==> config.mk <==
export PLATFORM = sky130hd
export DESIGN_NAME = fpu_op_sequencer
export DESIGN_NICKNAME = d
export VERILOG_FILES = /design/src/rtl/fpu_pkg.sv /design/src/rtl/fpu_watchdog.sv /design/src/rtl/fpu_op_sequencer.sv
export SDC_FILE = /design/constraint.sdc
export NUM_CORES = 1
export LEC_CHECK = 0
export BUFFER_PORTS_ARGS = -buffer_cell sky130_fd_sc_hd__buf_2
export CORE_MARGIN = 8
export CORE_UTILIZATION = 42
export CTS_BUF_LIST = sky130_fd_sc_hd__clkbuf_4
export CTS_CLUSTER_DIAMETER = 30
export DETAILED_ROUTE_END_ITERATION = 6
export PLACE_DENSITY_LB_ADDON = 0.15
export SLEW_MARGIN = 15
export SYNTH_ARGS = -nofsm -noshare
export SYNTH_HDL_FRONTEND = slang
export SYNTH_SLANG_ARGS = --single-unit
==> constraint.sdc <==
create_clock -name CLK -period 1.5 [get_ports CLK]
set_input_delay 0.3 -clock CLK [delete_from_list [all_inputs] [get_ports CLK]]
set_output_delay 0.3 -clock CLK [all_outputs]
set_load 0.02 [all_outputs]
==> src/rtl/fpu_pkg.sv <==
`default_nettype none
// ============================================================================
// Module   : fpu_pkg
// Purpose  : Shared types and constants for the FPU operation sequencer:
//            sequencer state encoding, op-code values, IEEE flag width.
// Revision : 1.0 - initial release
// ============================================================================
package fpu_pkg;

    // Sequencer states. IDLE is all-zeros so reset and "not busy" coincide.
    typedef enum logic [1:0] {
        IDLE  = 2'd0,
        ISSUE = 2'd1,
        WAIT  = 2'd2
    } fpu_seq_state_t;

    // Operation codes understood by the FPU core.
    localparam int unsigned FPU_ADD     = 0;
    localparam int unsigned FPU_SUB     = 1;
    localparam int unsigned FPU_MUL     = 2;
    localparam int unsigned FPU_DIV     = 3;
    localparam int unsigned FPU_SQRT    = 4;
    localparam int unsigned FPU_OP_LAST = 4;

    // IEEE exception flags: NV, DZ, OF, UF, NX.
    localparam int unsigned FPU_FLAG_WIDTH = 5;

endpackage : fpu_pkg
`default_nettype wire

==> src/rtl/fpu_watchdog.sv <==
`default_nettype none
// ============================================================================
// Module   : fpu_watchdog
// Purpose  : Saturating cycle counter that flags when an operation has been
//            outstanding for TIMEOUT_CYCLES cycles. The count advances on
//            every cycle that run is high and sticks at its limit.
// Revision : 1.0 - initial release
// ============================================================================
module fpu_watchdog #(
    parameter int TIMEOUT_CYCLES = 64
) (
    input  logic clk,
    input  logic rst,
    input  logic clr,
    input  logic run,
    output logic expired
);

    localparam int c_CNT_W = (TIMEOUT_CYCLES > 1) ? $clog2(TIMEOUT_CYCLES) : 1;
    localparam logic [c_CNT_W-1:0] c_LIMIT = c_CNT_W'(TIMEOUT_CYCLES - 1);

    logic [c_CNT_W-1:0] count_q;
    logic [c_CNT_W-1:0] count_d;

    // Next count: clear wins, otherwise step while running until the limit.
    always_comb begin
        count_d = count_q;
        if (clr) begin
            count_d = '0;
        end else if (run && (count_q != c_LIMIT)) begin
            count_d = count_q + c_CNT_W'(1);
        end
    end

    // Counter register.
    always_ff @(posedge clk) begin
        if (rst) begin
            count_q <= '0;
        end else begin
            count_q <= count_d;
        end
    end

    // Expiry is only meaningful while an operation is outstanding.
    assign expired = run && (count_q == c_LIMIT);

endmodule : fpu_watchdog
`default_nettype wire

==> src/rtl/fpu_op_sequencer.sv <==
`default_nettype none
// ============================================================================
// Module   : fpu_op_sequencer
// Purpose  : Runs one FPU operation per START: latches operands/op code,
//            issues them over valid/ready, waits for the result under a
//            watchdog, captures result/flags and reports sticky status and
//            an interrupt back to the register side.
// Revision : 1.0 - initial release
// ============================================================================
module fpu_op_sequencer
    import fpu_pkg::*;
#(
    parameter int DATA_WIDTH     = 32,
    parameter int OPSEL_WIDTH    = 3,
    parameter int FLAG_WIDTH     = FPU_FLAG_WIDTH,
    parameter int TIMEOUT_CYCLES = 64
) (
    input  logic                   CLK,
    input  logic                   RST,
    input  logic                   START,
    input  logic                   CLEAR,
    input  logic                   IRQ_EN,
    input  logic [DATA_WIDTH-1:0]  OP1_IN,
    input  logic [DATA_WIDTH-1:0]  OP2_IN,
    input  logic [OPSEL_WIDTH-1:0] OP_SEL_IN,
    output logic                   FPU_VALID,
    input  logic                   FPU_READY,
    output logic [DATA_WIDTH-1:0]  FPU_OP1,
    output logic [DATA_WIDTH-1:0]  FPU_OP2,
    output logic [OPSEL_WIDTH-1:0] FPU_OPSEL,
    input  logic                   FPU_RESULT_VALID,
    input  logic [DATA_WIDTH-1:0]  FPU_RESULT,
    input  logic [FLAG_WIDTH-1:0]  FPU_FLAGS,
    output logic [DATA_WIDTH-1:0]  RESULT,
    output logic [FLAG_WIDTH-1:0]  FLAGS,
    output logic                   BUSY,
    output logic                   DONE,
    output logic                   TIMEOUT_ERR,
    output logic                   ILLEGAL_OP,
    output logic                   OVERRUN,
    output logic                   IRQ
);

    localparam logic [OPSEL_WIDTH-1:0] c_OP_LAST = OPSEL_WIDTH'(FPU_OP_LAST);

    fpu_seq_state_t             state_q,     state_d;
    logic                       fpu_valid_q, fpu_valid_d;
    logic [DATA_WIDTH-1:0]      fpu_op1_q,   fpu_op1_d;
    logic [DATA_WIDTH-1:0]      fpu_op2_q,   fpu_op2_d;
    logic [OPSEL_WIDTH-1:0]     fpu_opsel_q, fpu_opsel_d;
    logic [DATA_WIDTH-1:0]      result_q,    result_d;
    logic [FLAG_WIDTH-1:0]      flags_q,     flags_d;
    logic                       done_q,      done_d;
    logic                       timeout_q,   timeout_d;
    logic                       illegal_q,   illegal_d;
    logic                       overrun_q,   overrun_d;

    logic w_op_legal;
    logic w_start_ok;
    logic w_done_set;
    logic w_timeout_set;
    logic w_illegal_set;
    logic w_overrun_set;
    logic w_wd_clr;
    logic w_wd_run;
    logic w_wd_expired;

    assign w_op_legal = (OP_SEL_IN <= c_OP_LAST);
    assign w_wd_run   = (state_q != IDLE);

    fpu_watchdog #(
        .TIMEOUT_CYCLES (TIMEOUT_CYCLES)
    ) u_watchdog (
        .clk     (CLK),
        .rst     (RST),
        .clr     (w_wd_clr),
        .run     (w_wd_run),
        .expired (w_wd_expired)
    );

    // Next-state, datapath capture and sticky-status logic.
    always_comb begin
        state_d       = state_q;
        fpu_valid_d   = fpu_valid_q;
        fpu_op1_d     = fpu_op1_q;
        fpu_op2_d     = fpu_op2_q;
        fpu_opsel_d   = fpu_opsel_q;
        result_d      = result_q;
        flags_d       = flags_q;
        w_start_ok    = 1'b0;
        w_done_set    = 1'b0;
        w_timeout_set = 1'b0;
        w_illegal_set = 1'b0;
        w_overrun_set = 1'b0;
        w_wd_clr      = 1'b0;

        case (state_q)
            IDLE: begin
                if (START) begin
                    if (w_op_legal) begin
                        w_start_ok  = 1'b1;
                        w_wd_clr    = 1'b1;
                        fpu_op1_d   = OP1_IN;
                        fpu_op2_d   = OP2_IN;
                        fpu_opsel_d = OP_SEL_IN;
                        fpu_valid_d = 1'b1;
                        state_d     = ISSUE;
                    end else begin
                        // Unsupported op code: flag it, never issue.
                        w_illegal_set = 1'b1;
                    end
                end
            end
            ISSUE: begin
                w_overrun_set = START;
                // An expiry in ISSUE abandons the request even if READY
                // arrives in the same cycle.
                if (w_wd_expired) begin
                    w_timeout_set = 1'b1;
                    fpu_valid_d   = 1'b0;
                    state_d       = IDLE;
                end else if (FPU_READY) begin
                    fpu_valid_d   = 1'b0;
                    state_d       = WAIT;
                end
            end
            WAIT: begin
                w_overrun_set = START;
                // A result on the expiry cycle still counts as completion.
                if (FPU_RESULT_VALID) begin
                    result_d   = FPU_RESULT;
                    flags_d    = FPU_FLAGS;
                    w_done_set = 1'b1;
                    state_d    = IDLE;
                end else if (w_wd_expired) begin
                    w_timeout_set = 1'b1;
                    state_d       = IDLE;
                end
            end
            default: begin
                fpu_valid_d = 1'b0;
                state_d     = IDLE;
            end
        endcase

        // Sticky bits: a set in the same cycle as CLEAR takes precedence.
        // An accepted START wipes the previous outcome but not OVERRUN.
        done_d    = w_done_set    | (done_q    & ~CLEAR & ~w_start_ok);
        timeout_d = w_timeout_set | (timeout_q & ~CLEAR & ~w_start_ok);
        illegal_d = w_illegal_set | (illegal_q & ~CLEAR & ~w_start_ok);
        overrun_d = w_overrun_set | (overrun_q & ~CLEAR);
    end

    // State and output registers.
    always_ff @(posedge CLK) begin
        if (RST) begin
            state_q     <= IDLE;
            fpu_valid_q <= 1'b0;
            fpu_op1_q   <= '0;
            fpu_op2_q   <= '0;
            fpu_opsel_q <= '0;
            result_q    <= '0;
            flags_q     <= '0;
            done_q      <= 1'b0;
            timeout_q   <= 1'b0;
            illegal_q   <= 1'b0;
            overrun_q   <= 1'b0;
        end else begin
            state_q     <= state_d;
            fpu_valid_q <= fpu_valid_d;
            fpu_op1_q   <= fpu_op1_d;
            fpu_op2_q   <= fpu_op2_d;
            fpu_opsel_q <= fpu_opsel_d;
            result_q    <= result_d;
            flags_q     <= flags_d;
            done_q      <= done_d;
            timeout_q   <= timeout_d;
            illegal_q   <= illegal_d;
            overrun_q   <= overrun_d;
        end
    end

    assign FPU_VALID   = fpu_valid_q;
    assign FPU_OP1     = fpu_op1_q;
    assign FPU_OP2     = fpu_op2_q;
    assign FPU_OPSEL   = fpu_opsel_q;
    assign RESULT      = result_q;
    assign FLAGS       = flags_q;
    assign DONE        = done_q;
    assign TIMEOUT_ERR = timeout_q;
    assign ILLEGAL_OP  = illegal_q;
    assign OVERRUN     = overrun_q;
    assign BUSY        = (state_q != IDLE);
    assign IRQ         = IRQ_EN & (done_q | timeout_q | illegal_q);

endmodule : fpu_op_sequencer
`default_nettype wire

After elaboration in Yosys (flattened, before gate mapping)
Cells that the tools add are included.
W data, S select, Z words.
{"block": "word_totals", "regBits": 117, "inputBits": 111, "output_inout_bits": 111}
{"block": "op_classes", "n_addsub": 1, "magnitude_cmp": 1, "eq_ne": 8, "n_mux": 24, "n_bitwise": 17, "reduce_logical": 10}
{"op": "$mux W1", "count": 15}
{"op": "$mux W2", "count": 6}
{"op": "$and A1 B1 Y1", "count": 8}
{"op": "$reduce_and A4 Y1", "count": 2}
{"op": "$add A6 B1 Y6 const B", "count": 1}
{"op": "$eq A6 B6 Y1 const B", "count": 1}
{"op": "$ne A3 B2 Y1 const B", "count": 2}
{"op": "$ne A6 B6 Y1 const B", "count": 1}
{"op": "$or A1 B1 Y1", "count": 6}
{"op": "$pmux W2 S3", "count": 1}
{"op": "$ne A2 B2 Y1 const B", "count": 2}
{"op": "$reduce_or A2 Y1", "count": 2}
{"op": "$le A3 B3 Y1 const B", "count": 1}
{"op": "$not A1 Y1", "count": 3}
{"op": "$pmux W1 S3", "count": 1}
{"op": "$reduce_and A3 Y1", "count": 1}
{"op": "$eq A2 B1 Y1 const B", "count": 1}
{"op": "$eq A2 B2 Y1 const B", "count": 1}
{"op": "$logic_and A1 B1 Y1", "count": 2}
{"op": "$logic_not A2 Y1", "count": 1}
{"op": "$pmux W1 S2", "count": 1}
{"op": "$reduce_and A2 Y1", "count": 1}
{"op": "$reduce_bool A2 Y1", "count": 1}

Longest topological paths before layout
Gate-level depths: netlist of the first run.
{"block": "depth", "ltp_word": 7, "mapped_depth": 9}

Hierarchy
Synthesis of the first run repeated with hierarchy kept, for this count alone.
{"block": "hier_totals", "cells_unflattened": 544, "area_unflattened_um2": 4543.1}
{"mod": "fpu_op_sequencer", "instances": 1, "cells_each": 511, "area_each_um2": 4237.8, "seq_area_each_um2": 2222.1}
{"mod": "fpu_watchdog", "instances": 1, "cells_each": 33, "area_each_um2": 305.3, "seq_area_each_um2": 120.1}

Worst setup path before layout of the first run
OpenSTA, ideal clock, no wires.
{"block": "synth_timing", "path_kind": "reg2reg", "start": "register state_q[0]", "end": "register fpu_valid_q, in the netlist FPU_VALID", "setup_time_ns": 0.079, "arrival_ns": 1.546, "t_required_ns": 1.421, "slack_ns": -0.125, "path_stages_with_launch": 8, "path_buffers": 1, "period_less_slack_ns": 1.625, "cell_sequence": "dfxtp_1 > inv_1 > ha_1 > buf_6 > and3b_2 > a21oi_2 > or3_1 > a211oi_2"}
{"block": "synth_between", "elab_chain_cells": 4, "word_cells_on_any_way": 12, "classes_between": "eq/ne (5); mux (2); bitwise (1); reduce/logical (4)"}
{"element": "from (decl)", "line": "fpu_op_sequencer.sv:46", "text": "fpu_seq_state_t state_q, state_d;"}
{"element": "from (signal assigned)", "line": "fpu_op_sequencer.sv:169", "text": "state_q <= state_d;"}
{"element": "$reduce_bool A2 Y1", "line": "fpu_op_sequencer.sv:69", "text": "assign w_wd_run = (state_q != IDLE);"}
{"element": "$logic_and A1 B1 Y1", "line": "fpu_watchdog.sv:45", "text": "assign expired = run && (count_q == c_LIMIT);"}
{"element": "$mux W1", "line": "fpu_op_sequencer.sv:118", "text": "if (w_wd_expired) begin"}
{"element": "$pmux W1 S3 (*)", "line": "fpu_op_sequencer.sv:97", "text": "case (state_q)"}
{"element": "named net fpu_valid_d", "line": "fpu_op_sequencer.sv:47", "text": "logic fpu_valid_q, fpu_valid_d;"}
{"element": "to (signal assigned)", "line": "fpu_op_sequencer.sv:170", "text": "fpu_valid_q <= fpu_valid_d;"}
{"element": "to (decl)", "line": "fpu_op_sequencer.sv:47"}
Mark *: on every way through the listed nets, which the timed path passes. The rest lies on a longest branch.
A chain may end at the register's enable or synchronous reset.

Final worst setup path of the first run
{"block": "layout_timing", "start": "register state_q[1]", "end": "register fpu_valid_q, in the netlist FPU_VALID"}
Same word-level chain as after synthesis.

==> results of run 1 <==
==> registers in the layout, summed over array words and instances (netlist names) <==
register	cells
FPU_OP2	32
FPU_VALID	1
FPU_OPSEL	3
FPU_OP1	32
OVERRUN	1
RESULT	32
TIMEOUT_ERR	1
u_watchdog.count_q	6
ILLEGAL_OP	1
state_q	2
DONE	1
FLAGS	5
==> layout make-up <==
cell class	instances	share of cell area, %
clock buffers	20	2.214
clock inverters	9	0.6087
inverters	5	0.3136
multi-input cells	375	27.74
flip-flops and latches	117	34.61
well taps	133	2.453
repair buffers	313	32.06
==> layout by cell type (no fill, tap or decap), drive strengths merged, types with 7 or more instances in the layout <==
cell type and n:
nor2 11, a21oi 109, clkbuf 27, buf 252
dfxtp 117, nand2b 7, clkinv 8, dlygate4sd3 54
nand2 212
==> worst min-delay path: stages <==
cell and delay (ns):
buf_2 0.10, nand2_1 0.05, a21oi_1 0.05
==> power breakdown <==
| group | switching [W] | internal (W) | leakage (nW) |
|---|---|---|---|
| sequential | 0.000173 | 0.00345 | 0.953 |
| clock | 0.00107 | 0.000646 | 0.112 |
| combinational | 0.00172 | 0.00141 | 2.00 |
==> per-stage QoR <==
| stage | worst slack (ns) | instances | total power (W) | util (%) |
|---|---|---|---|---|
| floorplan | -0.03857 | 534 | 0.005127 | - |
| global placement | 0.04963 | 868 | 0.005964 | 56.88 |
| detailed placement | -0.0007225 | 868 | 0.006037 | 56.88 |
| CTS | -0.1508 | 942 | 0.008008 | 63.47 |
| global route | -0.2112 | 972 | 0.008986 | 69.07 |
| finish | -0.1309 | 972 | 0.008475 | 69.07 |
==> what timing repair did <==
item	CTS	global route
hold buffers	36	18
hold endpoints to repair	36	18
setup endpoints to repair	3	109
pin swaps	2	3
buffers inserted	9	4
cloned	0	8
resized for setup	11	35
==> metal layers <==
layer	vias up	track usage, %	wire [um]
met4	0	7.765	305
li1	2316	-	-
met5	-	0	0
met1	2206	22.16	6084
met3	22	9.514	1714
met2	220	33.97	7383
==> logic make-up after synthesis <==
family	after synthesis	synth area share (%)
AOI/OAI and AO/OA	118	14.71
xor gates and xnor gates	4	0.8225
adders and majority gates	5	1.468
buffers and inverters	42	4.376
DFF	117	54.98
muxes	4	0.9398
and+or+nand+nor	244	22.70
==> path summary, 6_finish.rpt <==
| kind | end | slack, ns | depth (start not counted) |
|---|---|---|---|
| worst max-delay path | FPU_VALID$_SDFFE_PP0P_ | -0.13 | 7 |
| worst min-delay path | FPU_OP2[19]$_SDFFE_PP0P_ | 0.04 | 3 |
| worst max register to register | FPU_VALID$_SDFFE_PP0P_ | -0.13 | 7 |
| worst min register to register | FPU_OP2[0]$_SDFFE_PP0P_ | 0.45 | 2 |
==> results.json, run 1 <==
{
  "status": "complete, but fails checks",
  "final_antenna_net_count": 0,
  "nets": 945,
  "slowest_stage": "dfxtp_2",
  "hp-start": "OP2_IN[19]",
  "wirelength_um": 15490,
  "timing.hold.ws_ns": 0.04065,
  "port_buffers": 221,
  "r2r_start": "state_q[1]$_SDFFE_PP0P_",
  "row_count": 36,
  "dpl_cell_area_sq_um": 5585,
  "drtPass1Iterations": 5,
  "path_cells": "inv_2 -> ha_4 -> buf_4 -> and3b_2 -> a21oi_2 -> or3_4 -> a211oi_2",
  "slew_headroom_pct": 73.54,
  "synth_top_area_share_pct": 54.98,
  "synth_warnings": 0,
  "cp-start-kind": "register",
  "synth-edff-count": 0,
  "place_congestion": 0.8188,
  "period_share_pct": 108.7,
  "core_area_sq_um": 9819,
  "synth_most_common_cell": "nand2_1",
  "grt_max_degree": 71,
  "diodes": 0,
  "syn_inst": 534,
  "hpwl_um": 9829,
  "grt_pass1_vias": 4632,
  "worst_setup_path_end_kind": "register",
  "synth-seq-area-share_pct": 54.98,
  "drt_iter0_markers": 294,
  "fin_area_sq_um": 6783,
  "drive_gt1_share_pct": 38.62,
  "synth_seq_cells": 117,
  "clk_pin_slew_worst_paths_ns": 0.10,
  "synth_area_leaders": "dfxtp_1 (55%), nand2_1 (19%), a21oi_1 (13%)",
  "root_buffer": "clkbuf_4",
  "p_leak_nw": 3.063,
  "antenna_found_initial": 0,
  "synthArstFlopShare_pct": 0,
  "fillers": 828,
  "cts_buffers": 17,
  "grt_usage_pct": 20.40,
  "grt_pass1_wl_um": 21890,
  "avgRoutedWirePerCell_um": 15.93,
  "h-tree-depth": 4,
  "cp.arrival_ns": 2.04,
  "start_util_pct": 43.39,
  "die_w_um": 116.7,
  "tns_ns": -2.553,
  "report.final.slew_viol_count": 0,
  "register_area_sq_um": 2347,
  "hp-class": "input pin to register",
  "clk_latency_ns": 0.49,
  "power_density_nw_per_um2": 1249,
  "vias_per_cell": 4.901,
  "worst-path-max-fanout": 4,
  "crit_path_start": "state_q[1]$_SDFFE_PP0P_",
  "critPathMaxStageDelay_ns": 0.35,
  "ir_worst_vdd_mv": 0.7611,
  "synth.cells.most_frequent": "nand2_1 (212), dfxtp_1 (117), a21oi_1 (108)",
  "critical_path_required_ns": 1.91,
  "min_period_ns": 1.631,
  "worst_clock_skew_ns": 0.01208,
  "clockBufferDepth": 2,
  "finalSetupViolCount": 58,
  "drc_errors": 0,
  "die_y_um": 116.7,
  "cp_top_family": "simple AND/OR/NAND/NOR gates",
  "yosysTopAreaCell": "dfxtp_1",
  "rsz0062_at_grt": "true",
  "die-area_sq_um": 13620,
  "synth.avg_cell_area_sq_um": 7.978,
  "finalWorstSetupSlack_ns": -0.1309,
  "violations": "negative setup slack",
  "cp_num_buf_inv": 2,
  "cts.sinks": 117,
  "grt_overflow": 0,
  "maxCapViolations": 0,
  "multi_input_area_sq_um": 1882,
  "synth_fp_nets": 650,
  "syn2layout_area_growth_pct": 59.21,
  "ios": 222,
  "finalHoldViolCount": 0,
  "fmax_mhz": 613.1,
  "critPathKind": "register to register",
  "tightest_slew_ns": 0.3969,
  "ys.flop_type": "dfxtp_1",
  "vias": 4764,
  "synth_area_sq_um": 4260,
  "ys_types": 31,
  "cts_tree": "done"
}
No activity file was read; power rests on OpenSTA's default activity.
==> run 2, diff against run 1 <==
--- a/config.mk
+++ b/config.mk
@@ -6,8 +6,9 @@
 export NUM_CORES = 1
 export LEC_CHECK = 0
 export BUFFER_PORTS_ARGS = -buffer_cell sky130_fd_sc_hd__buf_2
+export CAP_MARGIN = 40
 export CORE_MARGIN = 8
-export CORE_UTILIZATION = 42
+export CORE_UTILIZATION = 43
 export CTS_BUF_LIST = sky130_fd_sc_hd__clkbuf_4
 export CTS_CLUSTER_DIAMETER = 30
 export DETAILED_ROUTE_END_ITERATION = 6
@@ -15,4 +16,5 @@
 export SLEW_MARGIN = 15
 export SYNTH_ARGS = -nofsm -noshare
 export SYNTH_HDL_FRONTEND = slang
+export SYNTH_HIERARCHICAL = 1
 export SYNTH_SLANG_ARGS = --single-unit
==> results.json, run 2 <==
{
  "synth_warnings": 6,
  "tightest_slew_ns": 0.4604,
  "clk_latency_ns": 0.51,
  "utilization_pct": 68.42,
  "min_period_ns": 1.645,
  "antenna_found_initial": 0,
  "register_area_sq_um": 2351,
  "wirelength_um": 16450,
  "synth-seq-area-share_pct": 51.56,
  "synth-edff-count": 0,
  "worst_clock_skew_ns": 0.02855,
  "worst_setup_path_end_kind": "register",
  "ff2ff_path_depth": 7,
  "cp_top_family": "simple AND/OR/NAND/NOR gates",
  "cp_num_buf_inv": 2,
  "cp-start-kind": "register",
  "start_util_pct": 44.21,
  "grt_pass1_wl_um": 24570,
  "place_congestion": 0.7862,
  "fillers": 880,
  "critPathKind": "register to register",
  "die_y_um": 118.8,
  "multi_input_area_sq_um": 2037,
  "grt_pass1_vias": 4977,
  "use_met1_pct": 23.72,
  "synthArstFlopShare_pct": 0,
  "fmax_mhz": 608.0,
  "critical_path_required_ns": 1.91,
  "cts.sinks": 117,
  "avgRoutedWirePerCell_um": 16.68,
  "ys.flop_type": "dfxtp_1",
  "synth_area_sq_um": 4543,
  "report.final.slew_viol_count": 0,
  "grt_busiest_layer": "met2",
  "grt_usage_pct": 21.03,
  "synth.cells.most_frequent": "dfxtp_1 (117), a21oi_1 (111), nand2_1 (83)",
  "status": "complete, but fails checks",
  "maxCapViolations": 0,
  "drtPass1Iterations": 7,
  "clockBufferDepth": 2,
  "vias_per_cell": 5.229,
  "critPathMaxStageDelay_ns": 0.46,
  "cp.arrival_ns": 2.05,
  "cts_tree": "done",
  "ios": 222,
  "clk_pin_slew_worst_paths_ns": 0.11,
  "period_share_pct": 109.6,
  "final_common_cell": "buf_2",
  "cts_buffers": 17,
  "cp.depth": 7,
  "drc_errors": 0,
  "synth_area_leaders": "dfxtp_1 (52%), a21oi_1 (12%), nand3_1 (7.1%)",
  "core_area_sq_um": 10280,
  "diodes": 0,
  "port_buffers": 221,
  "finalSetupViolCount": 6,
  "row_count": 37,
  "final_cells": 986,
  "worst-path-max-fanout": 4,
  "final_antenna_net_count": 0,
  "die-area_sq_um": 14110,
  "grtUsageMet2_pct": 35.08,
  "violations": "negative setup slack",
  "total_power_w": 0.008784,
  "place_ws_ns": -0.1414,
  "root_buffer": "clkbuf_4",
  "finalWorstSetupSlack_ns": -0.1446,
  "slew_headroom_pct": 69.30,
  "h-tree-depth": 4,
  "synth.avg_cell_area_sq_um": 8.351,
  "drive_gt1_share_pct": 37.88,
  "die_w_um": 118.8,
  "nets": 952,
  "holdPathStages": 3,
  "ir_worst_vdd_mv": 0.6776,
  "finalHoldViolCount": 0,
  "yosysTopAreaCell": "dfxtp_1",
  "grt_overflow": 0,
  "hp-class": "input pin to register",
  "power_density_nw_per_um2": 1249,
  "syn_inst": 544,
  "ys_types": 38,
  "synth_seq_cells": 117,
  "synth_most_common_cell": "dfxtp_1",
  "layout_common_cells": "buf_2 (217), dfxtp_1 (110), a21oi_1 (108)",
  "dp_cells": 876,
  "synth_top_area_share_pct": 51.56,
  "rsz0062_at_grt": "true",
  "grt_max_degree": 64,
  "path_cells": "inv_2 -> ha_4 -> clkinv_4 -> and3_4 -> and3_4 -> or3b_2 -> mux2i_1",
  "grtUsageMet3_pct": 8.663,
  "syn2layout_area_growth_pct": 54.78,
  "cp_common_cell": "and3_4",
  "drt_iter0_markers": 383,
  "vias": 5156,
  "hpwl_um": 10600,
  "p_leak_nw": 3.090,
  "synth_fp_nets": 659,
  "slowest_stage": "or3b_2"
}
## run 2: worst paths after layout
kind | start | end | slack (ns)
hold reg to reg | RESULT[29]$_SDFFE_PP0P_ | RESULT[29]$_SDFFE_PP0P_ | 0.46
setup / recovery | state_q[1]$_SDFFE_PP0P_ | state_q[1]$_SDFFE_PP0P_ | -0.14
hold / removal | OP1_IN[7] | FPU_OP1[7]$_SDFFE_PP0P_ | 0.04
setup reg to reg | state_q[1]$_SDFFE_PP0P_ | state_q[1]$_SDFFE_PP0P_ | -0.14
## run 2: layer usage
| metal | wire, um | part of all wire, % |
|---|---|---|
| met5 | 0 | 0 |
| met4 | 280 | 1.7 |
| met3 | 1360 | 8.3 |
| met2 | 8167 | 50 |
| met1 | 6642 | 40 |
## run 2: tightest hold or removal path, stage by stage
cell,delay (ns)
buf_2,0.10
nand3_1,0.05
a21oi_1,0.05
## run 2: metrics by stage
step                hold slack, ns  setup TNS (ns)  cell area, sq um
floorplan                   0.4360         -0.3326              4581
global placement            0.4398         -0.3133              5863
detailed placement          0.4464          -2.115              5863
CTS                      0.0001211         -0.7369              6623
global route              0.003052          -1.106              7032
finish                     0.04358         -0.6008              7032
## run 2: power by group
part	internal, W	switching (W)
clock network	0.000659	0.00125
registers	0.00346	0.000169
logic	0.00140	0.00184
## run 2: cell families (layout without fill, tap and decap cells)
| group | Yosys count | in the layout | synth area share, % |
|---|---|---|---|
| flip-flops | 117 | 117 | 51.56 |
| AO/OA/AOI/OAI | 188 | 188 | 21.45 |
| adder cells (fa/ha/maj) | 4 | 4 | 1.102 |
| buffers and inverters | 52 | 358 | 6.251 |
| multiplexers | 5 | 5 | 1.102 |
| AND/OR/NAND/NOR | 178 | 178 | 18.54 |
## run 2: layout make-up
| type | count | share of cell area (%) |
|---|---|---|
| Multi-Input combinational cell | 375 | 28.97 |
| Sequential cell | 117 | 33.43 |
| Timing Repair Buffer | 322 | 31.55 |
| Clock inverter | 15 | 1.530 |
| Inverter | 4 | 0.2847 |
| Clock buffer | 17 | 1.815 |
| Tap cell | 136 | 2.420 |
## run 2: repair_timing
action	CTS	global route
hold buffers	45	24
endpoints found under the hold margin	44	24
cloned	0	3
buffers inserted	5	1
pin swaps	1	1
endpoints found under the setup margin	52	71
gates resized for setup	13	23
